## config.mk

```make
export PLATFORM = sky130hd
export DESIGN_NAME = wb_block_mover
export DESIGN_NICKNAME = d
export VERILOG_FILES = /design/src/rtl/scratch_pkg.sv /design/src/rtl/bus_watchdog.sv /design/src/rtl/wb_block_mover.sv
export SDC_FILE = /design/constraint.sdc
export NUM_CORES = 1
export LEC_CHECK = 0
export ABC_CLOCK_PERIOD_IN_PS = 8100
export CAP_MARGIN = 25
export CELL_PAD_IN_SITES_DETAIL_PLACEMENT = 1
export CELL_PAD_IN_SITES_GLOBAL_PLACEMENT = 2
export CORE_ASPECT_RATIO = 0.7
export CORE_MARGIN = 8
export CORE_UTILIZATION = 39
export CTS_CLUSTER_DIAMETER = 120
export DETAILED_ROUTE_END_ITERATION = 8
export DONT_BUFFER_PORTS = 1
export PLACE_DENSITY = 0.89
export RECOVER_POWER = 25
export SLEW_MARGIN = 40
export SYNTH_ARGS = -nofsm -noshare
export SYNTH_HDL_FRONTEND = slang
export SYNTH_HIERARCHICAL = 1
export SYNTH_SLANG_ARGS = --single-unit
```

## constraint.sdc

```tcl
create_clock -name clk_i -period 8.1 [get_ports clk_i]
set_input_delay 0.81 -clock clk_i [delete_from_list [all_inputs] [get_ports clk_i]]
set_output_delay 0.81 -clock clk_i [all_outputs]
set_load 0.02 [all_outputs]
```

## src/rtl/scratch_pkg.sv

```systemverilog
// Shared types and constants for the Wishbone block mover.
// Contents:
//   mover_state_t  - FSM state encoding for wb_block_mover
//   MODE_FILL/COPY - values of mode_i, latched at start
//   SEL_WORD       - byte-select pattern for a full 32-bit word cycle
package scratch_pkg;

  typedef enum logic [2:0] {
    IDLE = 3'd0,
    RD   = 3'd1,
    RGAP = 3'd2,
    WR   = 3'd3,
    WGAP = 3'd4,
    FIN  = 3'd5
  } mover_state_t;

  localparam logic       MODE_FILL = 1'b0;
  localparam logic       MODE_COPY = 1'b1;
  localparam logic [3:0] SEL_WORD  = 4'hF;

endpackage

```

## src/rtl/bus_watchdog.sv

```systemverilog
// Bus-cycle watchdog for the block mover.
// Ports:
//   clk_i   in  clock, rising edge
//   rst_i   in  synchronous active-high reset
//   clr     in  restart the count (a new bus cycle is about to begin)
//   run     in  strobe is out and no acknowledge has arrived this cycle
//   expired out high in the cycle whose edge would make the count reach TIMEOUT
module bus_watchdog #(
  parameter int TIMEOUT = 64
) (
  input  logic clk_i,
  input  logic rst_i,
  input  logic clr,
  input  logic run,
  output logic expired
);

  localparam int CW = $clog2(TIMEOUT + 1);

  logic [CW-1:0] count;

  // clr only happens while the bus is idle, so it never competes with run.
  always_ff @(posedge clk_i) begin
    if (rst_i) begin
      count <= '0;
    end else if (clr) begin
      count <= '0;
    end else if (run) begin
      count <= count + CW'(1);
    end
  end

  // Flag one cycle early so the abort lands on the edge where the count hits TIMEOUT,
  // giving exactly TIMEOUT cycles of strobe without an acknowledge.
  assign expired = run && (count == CW'(TIMEOUT - 1));

endmodule

```

## src/rtl/wb_block_mover.sv

```systemverilog
// Wishbone-classic initiator that fills or copies a block of 32-bit words, one
// single-word cycle at a time, with a bus timeout.
// Ports:
//   clk_i, rst_i           clock and synchronous active-high reset
//   start_i, mode_i        start pulse (IDLE only) and 0=fill / 1=copy
//   src_i, dst_i, cnt_i    source/destination byte addresses and word count
//   pat_i                  fill pattern
//   busy_o, done_o, err_o  status: in progress, completion pulse, sticky timeout
//   cyc_o, stb_o, we_o, sel_o, adr_o, dat_o   registered Wishbone master outputs
//   dat_i, ack_i           Wishbone responder read data and acknowledge
import scratch_pkg::*;

module wb_block_mover #(
  parameter int TIMEOUT = 64,
  parameter int CNTW    = 16
) (
  input  logic            clk_i,
  input  logic            rst_i,
  input  logic            start_i,
  input  logic            mode_i,
  input  logic [31:0]     src_i,
  input  logic [31:0]     dst_i,
  input  logic [CNTW-1:0] cnt_i,
  input  logic [31:0]     pat_i,
  output logic            busy_o,
  output logic            done_o,
  output logic            err_o,
  output logic            cyc_o,
  output logic            stb_o,
  output logic            we_o,
  output logic [3:0]      sel_o,
  output logic [31:0]     adr_o,
  output logic [31:0]     dat_o,
  input  logic [31:0]     dat_i,
  input  logic            ack_i
);

  localparam logic [31:0] ADDR_MASK = 32'hFFFF_FFFC;

  mover_state_t    state_q, state_d;
  logic            mode_q;
  logic [31:0]     src_q, dst_q, pat_q, data_q;
  logic [CNTW-1:0] cnt_q;

  logic            ack_ok;
  logic            start_ok;
  logic            bus_state;
  logic            wd_clr, wd_run, wd_expired;
  logic            cyc_d, we_d, busy_d;
  logic [31:0]     adr_d, dat_d;

  // An acknowledge only counts while our own cycle is actually on the bus.
  assign ack_ok    = cyc_o & ack_i;
  assign start_ok  = (state_q == IDLE) & start_i;
  assign bus_state = (state_q == RD) || (state_q == WR);

  bus_watchdog #(.TIMEOUT(TIMEOUT)) u_wdog (
    .clk_i   (clk_i),
    .rst_i   (rst_i),
    .clr     (wd_clr),
    .run     (wd_run),
    .expired (wd_expired)
  );

  always_ff @(posedge clk_i) begin
    if (rst_i) begin
      state_q <= IDLE;
    end else begin
      state_q <= state_d;
    end
  end

  always_comb begin
    state_d = state_q;
    unique case (state_q)
      IDLE: begin
        if (start_i) begin
          if (cnt_i == '0)              state_d = FIN;
          else if (mode_i == MODE_COPY) state_d = RD;
          else                          state_d = WR;
        end
      end
      RD: begin
        if (ack_ok)          state_d = RGAP;
        else if (wd_expired) state_d = FIN;
      end
      RGAP: state_d = WR;
      WR: begin
        if (ack_ok)          state_d = WGAP;
        else if (wd_expired) state_d = FIN;
      end
      WGAP: begin
        if (cnt_q == '0)              state_d = FIN;
        else if (mode_q == MODE_COPY) state_d = RD;
        else                          state_d = WR;
      end
      FIN:     state_d = IDLE;
      default: state_d = IDLE;
    endcase
  end

  // Next values for the registered bus outputs: the strobe is requested in RD/WR and
  // withdrawn on the same edge that samples the acknowledge or the timeout.
  always_comb begin
    cyc_d  = bus_state && !ack_ok && !wd_expired;
    we_d   = cyc_d && (state_q == WR);
    adr_d  = '0;
    dat_d  = '0;
    if (cyc_d) begin
      adr_d = ((state_q == WR) ? dst_q : src_q) & ADDR_MASK;
    end
    if (we_d) begin
      dat_d = (mode_q == MODE_COPY) ? data_q : pat_q;
    end
    busy_d = (state_d != IDLE);
    wd_clr = ((state_d == RD) || (state_d == WR)) && (state_d != state_q);
    wd_run = cyc_o && !ack_i;
  end

  // Registered outputs and the transfer datapath. Addresses are kept at full width so
  // they wrap naturally modulo 2**32; the low two bits are masked on the way out.
  always_ff @(posedge clk_i) begin
    if (rst_i) begin
      cyc_o  <= 1'b0;
      we_o   <= 1'b0;
      adr_o  <= '0;
      dat_o  <= '0;
      busy_o <= 1'b0;
      done_o <= 1'b0;
      err_o  <= 1'b0;
      mode_q <= MODE_FILL;
      src_q  <= '0;
      dst_q  <= '0;
      pat_q  <= '0;
      data_q <= '0;
      cnt_q  <= '0;
    end else begin
      cyc_o  <= cyc_d;
      we_o   <= we_d;
      adr_o  <= adr_d;
      dat_o  <= dat_d;
      busy_o <= busy_d;
      done_o <= (state_q == FIN);
      if (start_ok) begin
        mode_q <= mode_i;
        src_q  <= src_i;
        dst_q  <= dst_i;
        cnt_q  <= cnt_i;
        pat_q  <= pat_i;
        err_o  <= 1'b0;
      end
      if ((state_q == RD) && ack_ok) begin
        data_q <= dat_i;
        src_q  <= src_q + 32'd4;
      end
      if ((state_q == WR) && ack_ok) begin
        dst_q <= dst_q + 32'd4;
        cnt_q <= cnt_q - CNTW'(1);
      end
      if (bus_state && !ack_ok && wd_expired) begin
        err_o <= 1'b1;
      end
    end
  end

  assign stb_o = cyc_o;
  assign sel_o = cyc_o ? SEL_WORD : 4'h0;

endmodule

```

==> run metrics <==
hold path depth 1; CP top delay family buffers and inverters; GP Congestion 0.831; PostCTS Resize Cnt 0; Synth Register Bits 218; Chip Width 203 um; crit-path max cell delay 2.20 ns; Overflow after GRT 0; unrepaired setup endpoints after global routing false; ys flop type dfxtp_1; CTS buffer count 23; CP max-delay cell clkbuf_1; Post-synth ARST share 0%; Setup Fix Bufs, Post-CTS 0; Slew Limit Fails 67; Worst VDD drop 140 uV; startpoint types flip-flop; outcome complete, but fails checks; Hold EP data_q[2]$_SDFFE_PP0P_; number of flops mapped to enable cells by yosys 0; TritonCTS Sinks 218; Final Hold Fails 0; Syn Inst Count 1169; DRT Pass-1 Iters 5; CTS Buffer Depth 3; worst relative slew slack -104%; first-pass GRT wire length 49.8 mm; fraction of layout cells with a size suffix above 1 7.85%; hold crit path type input port to flip-flop; R2R Path End cnt_q[13]$_SDFFE_PP0P_; cts hold-fix bufs 0; I/O pins 223; Worst Path Max Fanout 60; Buffers & Inverters on Critical Path 2; period utilization 61.0%; Core Footprint 0.0244 mm2; vias per inst 5.82; die area 0.0298 mm2; layout overhead on the synthesized area 9.96%; critical path data required time 8.55 ns; vias in the first global route 8436; die height 147 um; total negative slack 0 ns; std cell rows 48; Synth cell types 74; GRT Total Usage 20.7%; ANT cells 0; wirelength, routed 32.4 mm; Wirelength per Cell 22.2 um; buffers added on ports 0; Clk Latency, worst-skew pair 0.52 ns; Starting DRT DRC Count 541; Crit Path Class flip-flop to flip-flop; post-synthesis cell area 0.00955 mm2; Root Driver clkbuf_16; Initial Util 39.2%; Worst setup EP type flip-flop; Reg clk slew, reported paths 0.07 ns; worst slew pin tran 3.06 ns; largest net degree at the start of global routing 151; commonest non-fill, non-tap cell in the layout nand2_1; register area share after synthesis 45.7%; initial antenna violation count 1; ANT nets after route 0; final setup fails 0; total number of vias 8498; CP arrival 5.39 ns; cell area power density 248 mW/mm2; Avg Inst Size Synth 8.17 um2; Reg2Reg Launch Point state_q[1]$_SDFF_PP0_; drc violations 0; CTS H-tree lvls 1; cells on worst reg2reg path 6; fin util 43.1%; Nets 1270; Min Clock Period, post-route 4.94 ns; max_cap viols 2; Max Fclk 202 MHz; Max Clock Skew 0.00875 ns; crit-path cells nor4b_1 > clkbuf_1 > buf_4 > a21oi_2 > or4_1 > a31oi_1; HPWL after DPL 22.5 mm; commonest cells after routing, fill and taps aside 269 x nand2_1, 217 x dfxtp_1, 142 x a21oi_1; Leak Pwr 3.43 nW; synth warn 6; failing checks max-capacitance violations, max-slew violations; reg2reg setup slack 3.16 ns; hold_sp rst_i; CTS tree done
==> per-layer routing <==
metal	vias to the layer above	track usage, %	wire, um
li1	4017	-	-
met1	4206	30.4	15900
met2	229	30.0	13700
met3	44	4.60	2110
met4	2	5.14	690
met5	-	0	11
==> state kept, by name, summed over array words and instances (netlist names) <==
register      count
busy_o            1
cnt_q            16
mode_q            1
dat_o            32
err_o             1
done_o            1
u_wdog/count      7
we_o              1
state_q           3
src_q            30
pat_q            32
dst_q            30
adr_o            30
cyc_o             1
data_q           32
==> Yosys cell counts (all sizes together) (13+ instances only) <==
master  count  area, um2
inv        15       56.3
o21ai      15       75.1
a31oi      19        119
nor3       27        150
o211ai     13       97.6
nand4      23        186
a21oi     144        721
nor2       90        338
nor4       25        235
dfxtp     218       4360
and3       14       91.3
mux2i      34        340
nand2     274       1030
nand3      33        175
clkbuf     56        211
buf        32        179
==> layout make-up <==
type	count	area, um2
inverters	15	56.3
repair buffers	10	75.1
well taps	325	407
clock inverters	7	139
clock buffers	35	701
flip-flops and latches	218	4370
multi-input cells	849	4760
fillers	2924	13900
==> per-stage QoR <==
step	instances	area, um2	hold WS, ns	setup slack, ns	power [W]
final	1459	10500	0.370	3.16	0.00260
after CTS	1459	10500	0.364	4.53	0.00263
after global placement	1415	9650	0.436	4.43	0.00144
after detailed placement	1417	9680	0.443	4.50	0.00145
after floorplan	1170	9560	0.436	5.15	0.00139
after global routing	1459	10500	0.342	2.79	0.00271
==> worst max-delay path by stage <==
stage	from	endpoint	slack (ns)	cells after the start
after floorplan	ack_i	u_wdog/count[5]$_SDFFE_PP0P_	5.15	12
final	state_q[1]$_SDFF_PP0_	cnt_q[13]$_SDFFE_PP0P_	3.16	6
after global routing	state_q[1]$_SDFF_PP0_	cnt_q[13]$_SDFFE_PP0P_	2.79	6
after CTS	cyc_o$_SDFF_PP0_	u_wdog/count[5]$_SDFFE_PP0P_	4.53	11
after detailed placement	ack_i	u_wdog/count[5]$_SDFFE_PP0P_	4.50	10
after global placement	ack_i	dat_o[20]$_SDFF_PP0_	4.43	8
==> where the power goes <==
group,leakage [nW],total [W],internal (W),switching [W]
clock,0.415,0.00117,0.000723,0.000443
sequential,1.77,0.00120,0.00112,0.0000733
combinational,1.24,0.000237,0.0000860,0.000151
total,3.43,0.00260,0.00193,0.000667
==> logic make-up (layout without fill, tap and decap cells) <==
| logic type | after synthesis | after routing | share of synthesized area, % |
|---|---|---|---|
| buf+inv | 103 | 67 | 4.68 |
| simple gates | 530 | 530 | 26.6 |
| mux | 46 | 46 | 4.98 |
| compound gates | 262 | 262 | 17.0 |
| flops | 218 | 218 | 45.7 |
| fa+ha+maj | 4 | 4 | 0.524 |
| other cells | 1 | 2 | 0.0393 |
| xor+xnor | 5 | 5 | 0.459 |
Note: power is estimated with default switching activity, not from simulation.
